<file path="src/rtl/fp_mul_pipe.sv">
// fp_mul_pipe: parameterised 3-stage binary floating-point multiplier.
//   Stage 1 unpacks the operands, classifies them and resolves special
//   cases; stage 2 forms the significand product; stage 3 normalises,
//   rounds and packs the result. The whole pipe advances together
//   (adv = !o_valid | i_ready), so bubbles are kept rather than squeezed
//   out.
//
// Ports:
//   i_clk, i_rst_n    clock, synchronous active-low reset
//   i_valid, o_ready  operand handshake (o_ready = adv)
//   i_a, i_b          operands {sign, exp[EW], mant[MW]}
//   i_rm              rounding mode: 0 RNE, 1 RTZ, 2 RUP, 3 RDN
//   o_valid, i_ready  result handshake
//   o_res, o_flags    product and {NV, OF, UF, NX}, qualified by o_valid
module fp_mul_pipe #(
  parameter int EW = 5,
  parameter int MW = 10,
  parameter int W  = 1 + EW + MW
) (
  input  logic         i_clk,
  input  logic         i_rst_n,
  input  logic         i_valid,
  output logic         o_ready,
  input  logic [W-1:0] i_a,
  input  logic [W-1:0] i_b,
  input  logic [1:0]   i_rm,
  output logic         o_valid,
  input  logic         i_ready,
  output logic [W-1:0] o_res,
  output logic [3:0]   o_flags
);

  // Exponents are carried as EW+2-bit two's complement so that the biased
  // sum, the normalisation step and the rounding carry never wrap.
  localparam int XW = EW + 2;
  localparam int PW = 2 * MW + 2;

  localparam logic [XW-1:0] BIAS     = XW'((1 << (EW - 1)) - 1);
  localparam logic [XW-1:0] EXP_INF  = XW'((1 << EW) - 1);
  localparam logic [EW-1:0] EXP_ONES = {EW{1'b1}};
  localparam logic [EW-1:0] EXP_MAXF = {{(EW - 1){1'b1}}, 1'b0};
  localparam logic [W-1:0]  QNAN     = {1'b0, EXP_ONES, 1'b1, {(MW - 1){1'b0}}};

  localparam logic [1:0] RM_RNE = 2'd0;
  localparam logic [1:0] RM_RTZ = 2'd1;
  localparam logic [1:0] RM_RUP = 2'd2;
  localparam logic [1:0] RM_RDN = 2'd3;

  logic          adv;

  logic          s1_valid_q;
  logic          s1_sign_q,  s1_sign_d;
  logic [XW-1:0] s1_exp_q,   s1_exp_d;
  logic [MW:0]   s1_ma_q,    s1_mb_q;
  logic          s1_spec_q,  s1_spec_d;
  logic [W-1:0]  s1_sres_q,  s1_sres_d;
  logic [3:0]    s1_sflg_q,  s1_sflg_d;
  logic [1:0]    s1_rm_q;

  logic          s2_valid_q;
  logic          s2_sign_q;
  logic [XW-1:0] s2_exp_q;
  logic [PW-1:0] s2_prod_q,  s2_prod_d;
  logic          s2_spec_q;
  logic [W-1:0]  s2_sres_q;
  logic [3:0]    s2_sflg_q;
  logic [1:0]    s2_rm_q;

  logic          o_valid_q;
  logic [W-1:0]  o_res_q,    o_res_d;
  logic [3:0]    o_flags_q,  o_flags_d;

  assign adv     = ~o_valid_q | i_ready;
  assign o_ready = adv;
  assign o_valid = o_valid_q;
  assign o_res   = o_res_q;
  assign o_flags = o_flags_q;

  // ---------------- stage 1: unpack and classify ----------------
  logic          sa, sb;
  logic [EW-1:0] ea, eb;
  logic [MW-1:0] ma, mb;
  logic          a_zero, a_inf, a_nan, a_snan;
  logic          b_zero, b_inf, b_nan, b_snan;
  logic          inv_op;

  assign sa = i_a[W-1];
  assign sb = i_b[W-1];
  assign ea = i_a[W-2:MW];
  assign eb = i_b[W-2:MW];
  // Subnormal inputs are treated as zero.
  assign ma = (ea == '0) ? '0 : i_a[MW-1:0];
  assign mb = (eb == '0) ? '0 : i_b[MW-1:0];

  assign a_zero = (ea == '0);
  assign b_zero = (eb == '0);
  assign a_inf  = (ea == EXP_ONES) & ~|ma;
  assign b_inf  = (eb == EXP_ONES) & ~|mb;
  assign a_nan  = (ea == EXP_ONES) & |ma;
  assign b_nan  = (eb == EXP_ONES) & |mb;
  assign a_snan = a_nan & ~ma[MW-1];
  assign b_snan = b_nan & ~mb[MW-1];
  assign inv_op = (a_inf & b_zero) | (a_zero & b_inf);

  assign s1_sign_d = sa ^ sb;
  assign s1_exp_d  = {2'b00, ea} + {2'b00, eb} - BIAS;

  always_comb begin
    s1_spec_d = 1'b1;
    s1_sres_d = QNAN;
    s1_sflg_d = 4'b0000;
    if (a_nan | b_nan | inv_op) begin
      s1_sflg_d = {inv_op | a_snan | b_snan, 3'b000};
    end else if (a_inf | b_inf) begin
      s1_sres_d = {s1_sign_d, EXP_ONES, {MW{1'b0}}};
    end else if (a_zero | b_zero) begin
      s1_sres_d = {s1_sign_d, {(W - 1){1'b0}}};
    end else begin
      s1_spec_d = 1'b0;
    end
  end

  // ---------------- stage 2: significand product ----------------
  assign s2_prod_d = {{(MW + 1){1'b0}}, s1_ma_q} * {{(MW + 1){1'b0}}, s1_mb_q};

  // ---------------- stage 3: normalise, round, pack ----------------
  logic          msb;
  logic [PW-1:0] norm;
  logic [MW:0]   sig;
  logic          bit_l, bit_g, bit_r, bit_s;
  logic          inc, inexact, carry;
  logic [MW+1:0] sig_r;
  logic [MW-1:0] mant_r;
  logic [XW-1:0] exp_n, exp_r;
  logic          ovf, unf;
  logic [W-1:0]  inf_res, max_res;

  assign msb   = s2_prod_q[PW-1];
  // Aligning to the product MSB keeps the dropped LSB inside the sticky
  // field, so both cases share one L/G/R/S extraction.
  assign norm  = msb ? s2_prod_q : {s2_prod_q[PW-2:0], 1'b0};
  assign sig   = norm[PW-1:MW+1];
  assign bit_l = norm[MW+1];
  assign bit_g = norm[MW];
  assign bit_r = norm[MW-1];
  assign bit_s = |norm[MW-2:0];
  assign exp_n = s2_exp_q + {{(XW - 1){1'b0}}, msb};
  assign inexact = bit_g | bit_r | bit_s;

  always_comb begin
    inc = 1'b0;
    case (s2_rm_q)
      RM_RNE: inc = bit_g & (bit_r | bit_s | bit_l);
      RM_RTZ: inc = 1'b0;
      RM_RUP: inc = ~s2_sign_q & inexact;
      RM_RDN: inc = s2_sign_q & inexact;
      default: inc = 1'b0;
    endcase
  end

  assign sig_r  = {1'b0, sig} + {{(MW + 1){1'b0}}, inc};
  assign carry  = sig_r[MW+1];
  assign mant_r = carry ? sig_r[MW:1] : sig_r[MW-1:0];
  assign exp_r  = exp_n + {{(XW - 1){1'b0}}, carry};

  assign ovf = ~exp_r[XW-1] & (exp_r >= EXP_INF);
  assign unf = exp_r[XW-1] | (exp_r == '0);

  assign inf_res = {s2_sign_q, EXP_ONES, {MW{1'b0}}};
  assign max_res = {s2_sign_q, EXP_MAXF, {MW{1'b1}}};

  always_comb begin
    o_res_d   = {s2_sign_q, exp_r[EW-1:0], mant_r};
    o_flags_d = {3'b000, inexact};
    if (s2_spec_q) begin
      o_res_d   = s2_sres_q;
      o_flags_d = s2_sflg_q;
    end else if (ovf) begin
      o_flags_d = 4'b0101;
      case (s2_rm_q)
        RM_RNE: o_res_d = inf_res;
        RM_RTZ: o_res_d = max_res;
        RM_RUP: o_res_d = s2_sign_q ? max_res : inf_res;
        RM_RDN: o_res_d = s2_sign_q ? inf_res : max_res;
        default: o_res_d = inf_res;
      endcase
    end else if (unf) begin
      o_res_d   = {s2_sign_q, {(W - 1){1'b0}}};
      o_flags_d = 4'b0011;
    end
  end

  // ---------------- registers ----------------
  always_ff @(posedge i_clk) begin
    if (!i_rst_n) begin
      s1_valid_q <= 1'b0;
      s2_valid_q <= 1'b0;
      o_valid_q  <= 1'b0;
      o_res_q    <= '0;
      o_flags_q  <= '0;
    end else if (adv) begin
      s1_valid_q <= i_valid;
      s2_valid_q <= s1_valid_q;
      o_valid_q  <= s2_valid_q;
      if (s2_valid_q) begin
        o_res_q   <= o_res_d;
        o_flags_q <= o_flags_d;
      end
    end
  end

  // Payload registers only need to follow the valid bits, so no reset.
  always_ff @(posedge i_clk) begin
    if (adv) begin
      s1_sign_q <= s1_sign_d;
      s1_exp_q  <= s1_exp_d;
      s1_ma_q   <= {1'b1, ma};
      s1_mb_q   <= {1'b1, mb};
      s1_spec_q <= s1_spec_d;
      s1_sres_q <= s1_sres_d;
      s1_sflg_q <= s1_sflg_d;
      s1_rm_q   <= i_rm;

      s2_sign_q <= s1_sign_q;
      s2_exp_q  <= s1_exp_q;
      s2_prod_q <= s2_prod_d;
      s2_spec_q <= s1_spec_q;
      s2_sres_q <= s1_sres_q;
      s2_sflg_q <= s1_sflg_q;
      s2_rm_q   <= s1_rm_q;
    end
  end

endmodule

</file>
<file path="config.mk">
export PLATFORM = sky130hd
export DESIGN_NAME = fp_mul_pipe
export DESIGN_NICKNAME = d
export VERILOG_FILES = /design/src/rtl/fp_mul_pipe.sv
export SDC_FILE = /design/constraint.sdc
export NUM_CORES = 1
export LEC_CHECK = 0
export ABC_AREA = 1
export BUFFER_PORTS_ARGS = -buffer_cell sky130_fd_sc_hd__buf_2
export CORE_ASPECT_RATIO = 0.6
export CORE_MARGIN = 2
export CORE_UTILIZATION = 43
export DETAILED_ROUTE_END_ITERATION = 8
export SLEW_MARGIN = 20
export SYNTH_ARGS = -nofsm -noshare
export SYNTH_HDL_FRONTEND = slang
export SYNTH_SLANG_ARGS = --single-unit
export TNS_END_PERCENT = 50
</file>
<file path="constraint.sdc">
create_clock -name i_clk -period 5.9 [get_ports i_clk]
set_clock_uncertainty 0.2 [all_clocks]
set_input_delay 1.18 -clock i_clk [delete_from_list [all_inputs] [get_ports i_clk]]
set_output_delay 1.18 -clock i_clk [all_outputs]
set_load 0.02 [all_outputs]
</file>
==> out/results.tsv <==
metric	value	unit
status	finished clean	
ys_seq_elements	95	
fmax	185	MHz
min_path_type	reg -> reg	
grt_pass1_vias	6115	
max_cap_viol_count	0	
leakage	4.93	nW
place_congestion	0.862	
start_util	0.440	
grt-ovfl-total	0	
post_cts_buffers	0	
antenna_found_initial	0	
synth_top_family_by_area	adder cells	
track_usage	0.193	
rsz0062_at_grt	no	
p_per_area	491	nW/µm²
die-area	20700	µm²
cp_data_arrival_time	5.32	ns
top_level_ports	60	
drt-vias-per-instance	4.68	
cts_tree	done	
synthFlopType	edfxtp_1	
synth_edf_count	72	
final_common_cell	nand2_1	
top_layer	met4	
die_h	112	µm
async_flop_share	0	
synth_sequential_area_ratio	0.312	
synth_top_area_frac	0.257	
synthesis.area_per_instance	8.65	µm²
port_buffers	59	
dp_hpwl	14.7	mm
placed_area	8940	µm²
synthAdderAreaFrac	0.300	
drt-total-wl	18.0	mm
power_frac_seq	0.239	
period_needed	5.41	ns
drt_iter0_drc	525	
insertion_delay	0.36	ns
final-setup-viol-count	0	
synth_xor_area_frac	0.0344	
yosys_warnings	0	
grt_max_degree	75	
post_drt_wl_per_cell	14.0	µm
post-route-drc-count	0	
synthesis.area	8400	µm²
slew_headroom	0.386	
timing_worst_setup_path_type	reg -> reg	
crit_fanout	11	
fin_util	0.484	
synthTopCellsByArea	edfxtp_1 26%, fa_1 19%, ha_1 11%, nand2_1 10%, inv_1 10%	
yosysUniqueCellTypes	44	
slew_violations	0	
numCtsBuffers	9	
syn-num-nets	1163	
clkSlewWorstSetupHoldPaths	0.07	ns
drtPass1Iterations	5	
cts_hold_buf	0	
clockBufferDepth	2	
synth_top_cell_by_area	edfxtp_1	
layout_common_cells	234 x nand2_1, 229 x inv_1, 81 x fa_1	
yosys.area_share.simple	0.171	
htreeDepth	3	
total_power	4.53	mW
syn_inst	972	
p_int	2.43	mW
critPathCaptureType	register	
antennaDiodeCount	0	
rows	39	
final_cell_area	9230	µm²
pwr-share-comb	0.635	
core_area	19100	µm²
critPathLaunchType	register	
hold_viol	0	
ant_nets	0	
syn2layout_area_growth	9.80	%
clkPwrFrac	0.126	
grt_pass1_wl	31.1	mm
cts-root-buf	clkbuf_16	
finalCritPeriodShare	0.917	
fin_hold_ws	0.219	ns
num-fill-cells	1865	
drive_gt1_frac	0.0968	
cts.sinks	95	
p_sw	2.10	mW
nets	1209	
dr_wl_met3	1.04	mm
synth_mux_area_frac	0	
power.share.switching	0.464	
vdd_ir_drop_max	355	µV
synth_compound_area_frac	0.0624	
crit_required	5.81	ns
wl_met1	10.2	mm
wl_met2	6.69	mm
vias	6029	
fin_setup_tns	0	ns
tightest_slew	0.921	ns
die-width	184	µm
[timing repair]
action | in CTS | in global routing
setup endpoints to repair | 0 | 2
endpoints found under the hold margin | 0 | 0
gates resized for setup | 0 | 1
[synthesized netlist by cell type, types with 2 or more instances]
cell type	number
a211oi_1	2
a21boi_0	2
a21o_1	5
a21oi_1	43
a31oi_1	8
buf_6	3
clkbuf_1	25
dfxtp_1	23
edfxtp_1	72
fa_1	81
ha_1	72
inv_1	230
inv_2	2
nand2_1	234
nand2_2	5
nand2_4	2
nand3_1	32
nand3_2	2
nand3b_1	2
nand4_1	10
nor2_1	28
nor2_2	2
nor3_1	11
o21ai_0	21
o21ai_1	2
o21bai_1	2
o31ai_1	2
or2_2	2
xnor2_1	8
xor2_1	25
[metal layers]
metal	vias up	GRT usage
met5	-	0
met1	2773	0.316
met4	0	0.0336
li1	3090	-
met3	9	0.0441
met2	157	0.258
[power by group through the flow]
stage          clock [mW]  combinational (mW)  sequential (mW)
2_1_floorplan           0                2.23             1.07
3_3_place_gp            0                2.82             1.09
3_5_place_dp            0                2.84             1.10
4_1_cts             0.590                2.87             1.08
5_1_grt             0.618                3.36             1.10
6_report            0.571                2.88             1.08
[worst max-delay path, stage by stage (launching register included)]
cell and delay [ns]:
edfxtp_1 0.65, inv_1 0.13, fa_1 0.54, fa_1 0.54, inv_1 0.05, fa_1 0.52, fa_1 0.56, inv_1 0.06
fa_1 0.52, inv_1 0.04, ha_1 0.38, nand2_1 0.09, o21ai_0 0.20, a21oi_1 0.09, o21ai_1 0.24, a31oi_1 0.16
xor2_1 0.17
[registers in the layout, summed over array words and instances (netlist names)]
register and cells:
s1_rm_q 2, s2_rm_q 2, s2_prod_q 22, s2_sflg_q 1, o_flags 4, s2_sign_q 1, s1_spec_q 1, s1_exp_q 7
s1_sflg_q 1, s2_spec_q 1, s2_sres_q 3, s1_valid_q 1, s1_mb_q 10, s1_sign_q 1, s2_valid_q 1, s2_exp_q 7
o_res 16, s1_sres_q 3, s1_ma_q 10, o_valid 1
[layout make-up]
type / count / area, µm² / share of cell area
flip-flops and latches: 95 / 2620 / 0.284
repair buffers: 64 / 333 / 0.0361
clock inverters: 6 / 50.0 / 0.00542
clock buffers: 10 / 239 / 0.0259
well taps: 266 / 333 / 0.0361
multi-input cells: 615 / 4780 / 0.518
inverters: 233 / 875 / 0.0948
[path summary, 6_finish.rpt]
kind,from,end,slack (ns),cells past startpoint
min reg2reg,s1_exp_q[5],s2_exp_q[5],0.22,0
max,s1_ma_q[2],s2_prod_q[19],0.49,16
min,s1_exp_q[5],s2_exp_q[5],0.22,0
max reg2reg,s1_ma_q[2],s2_prod_q[19],0.49,16
[metrics by stage]
stage	cells	setup slack [ns]
CTS	1289	0.358
global placement	1273	0.417
global route	1289	0.0366
floorplan	972	0.735
detailed placement	1273	0.372
finish	1289	0.490
[cells by family after synthesis]
kind of cell	count (synthesis)
compound gates	93
xor+xnor	33
fa+ha+maj	153
buf+inv	262
flops	95
simple gates	336
Power figures use the tool's default switching activity.
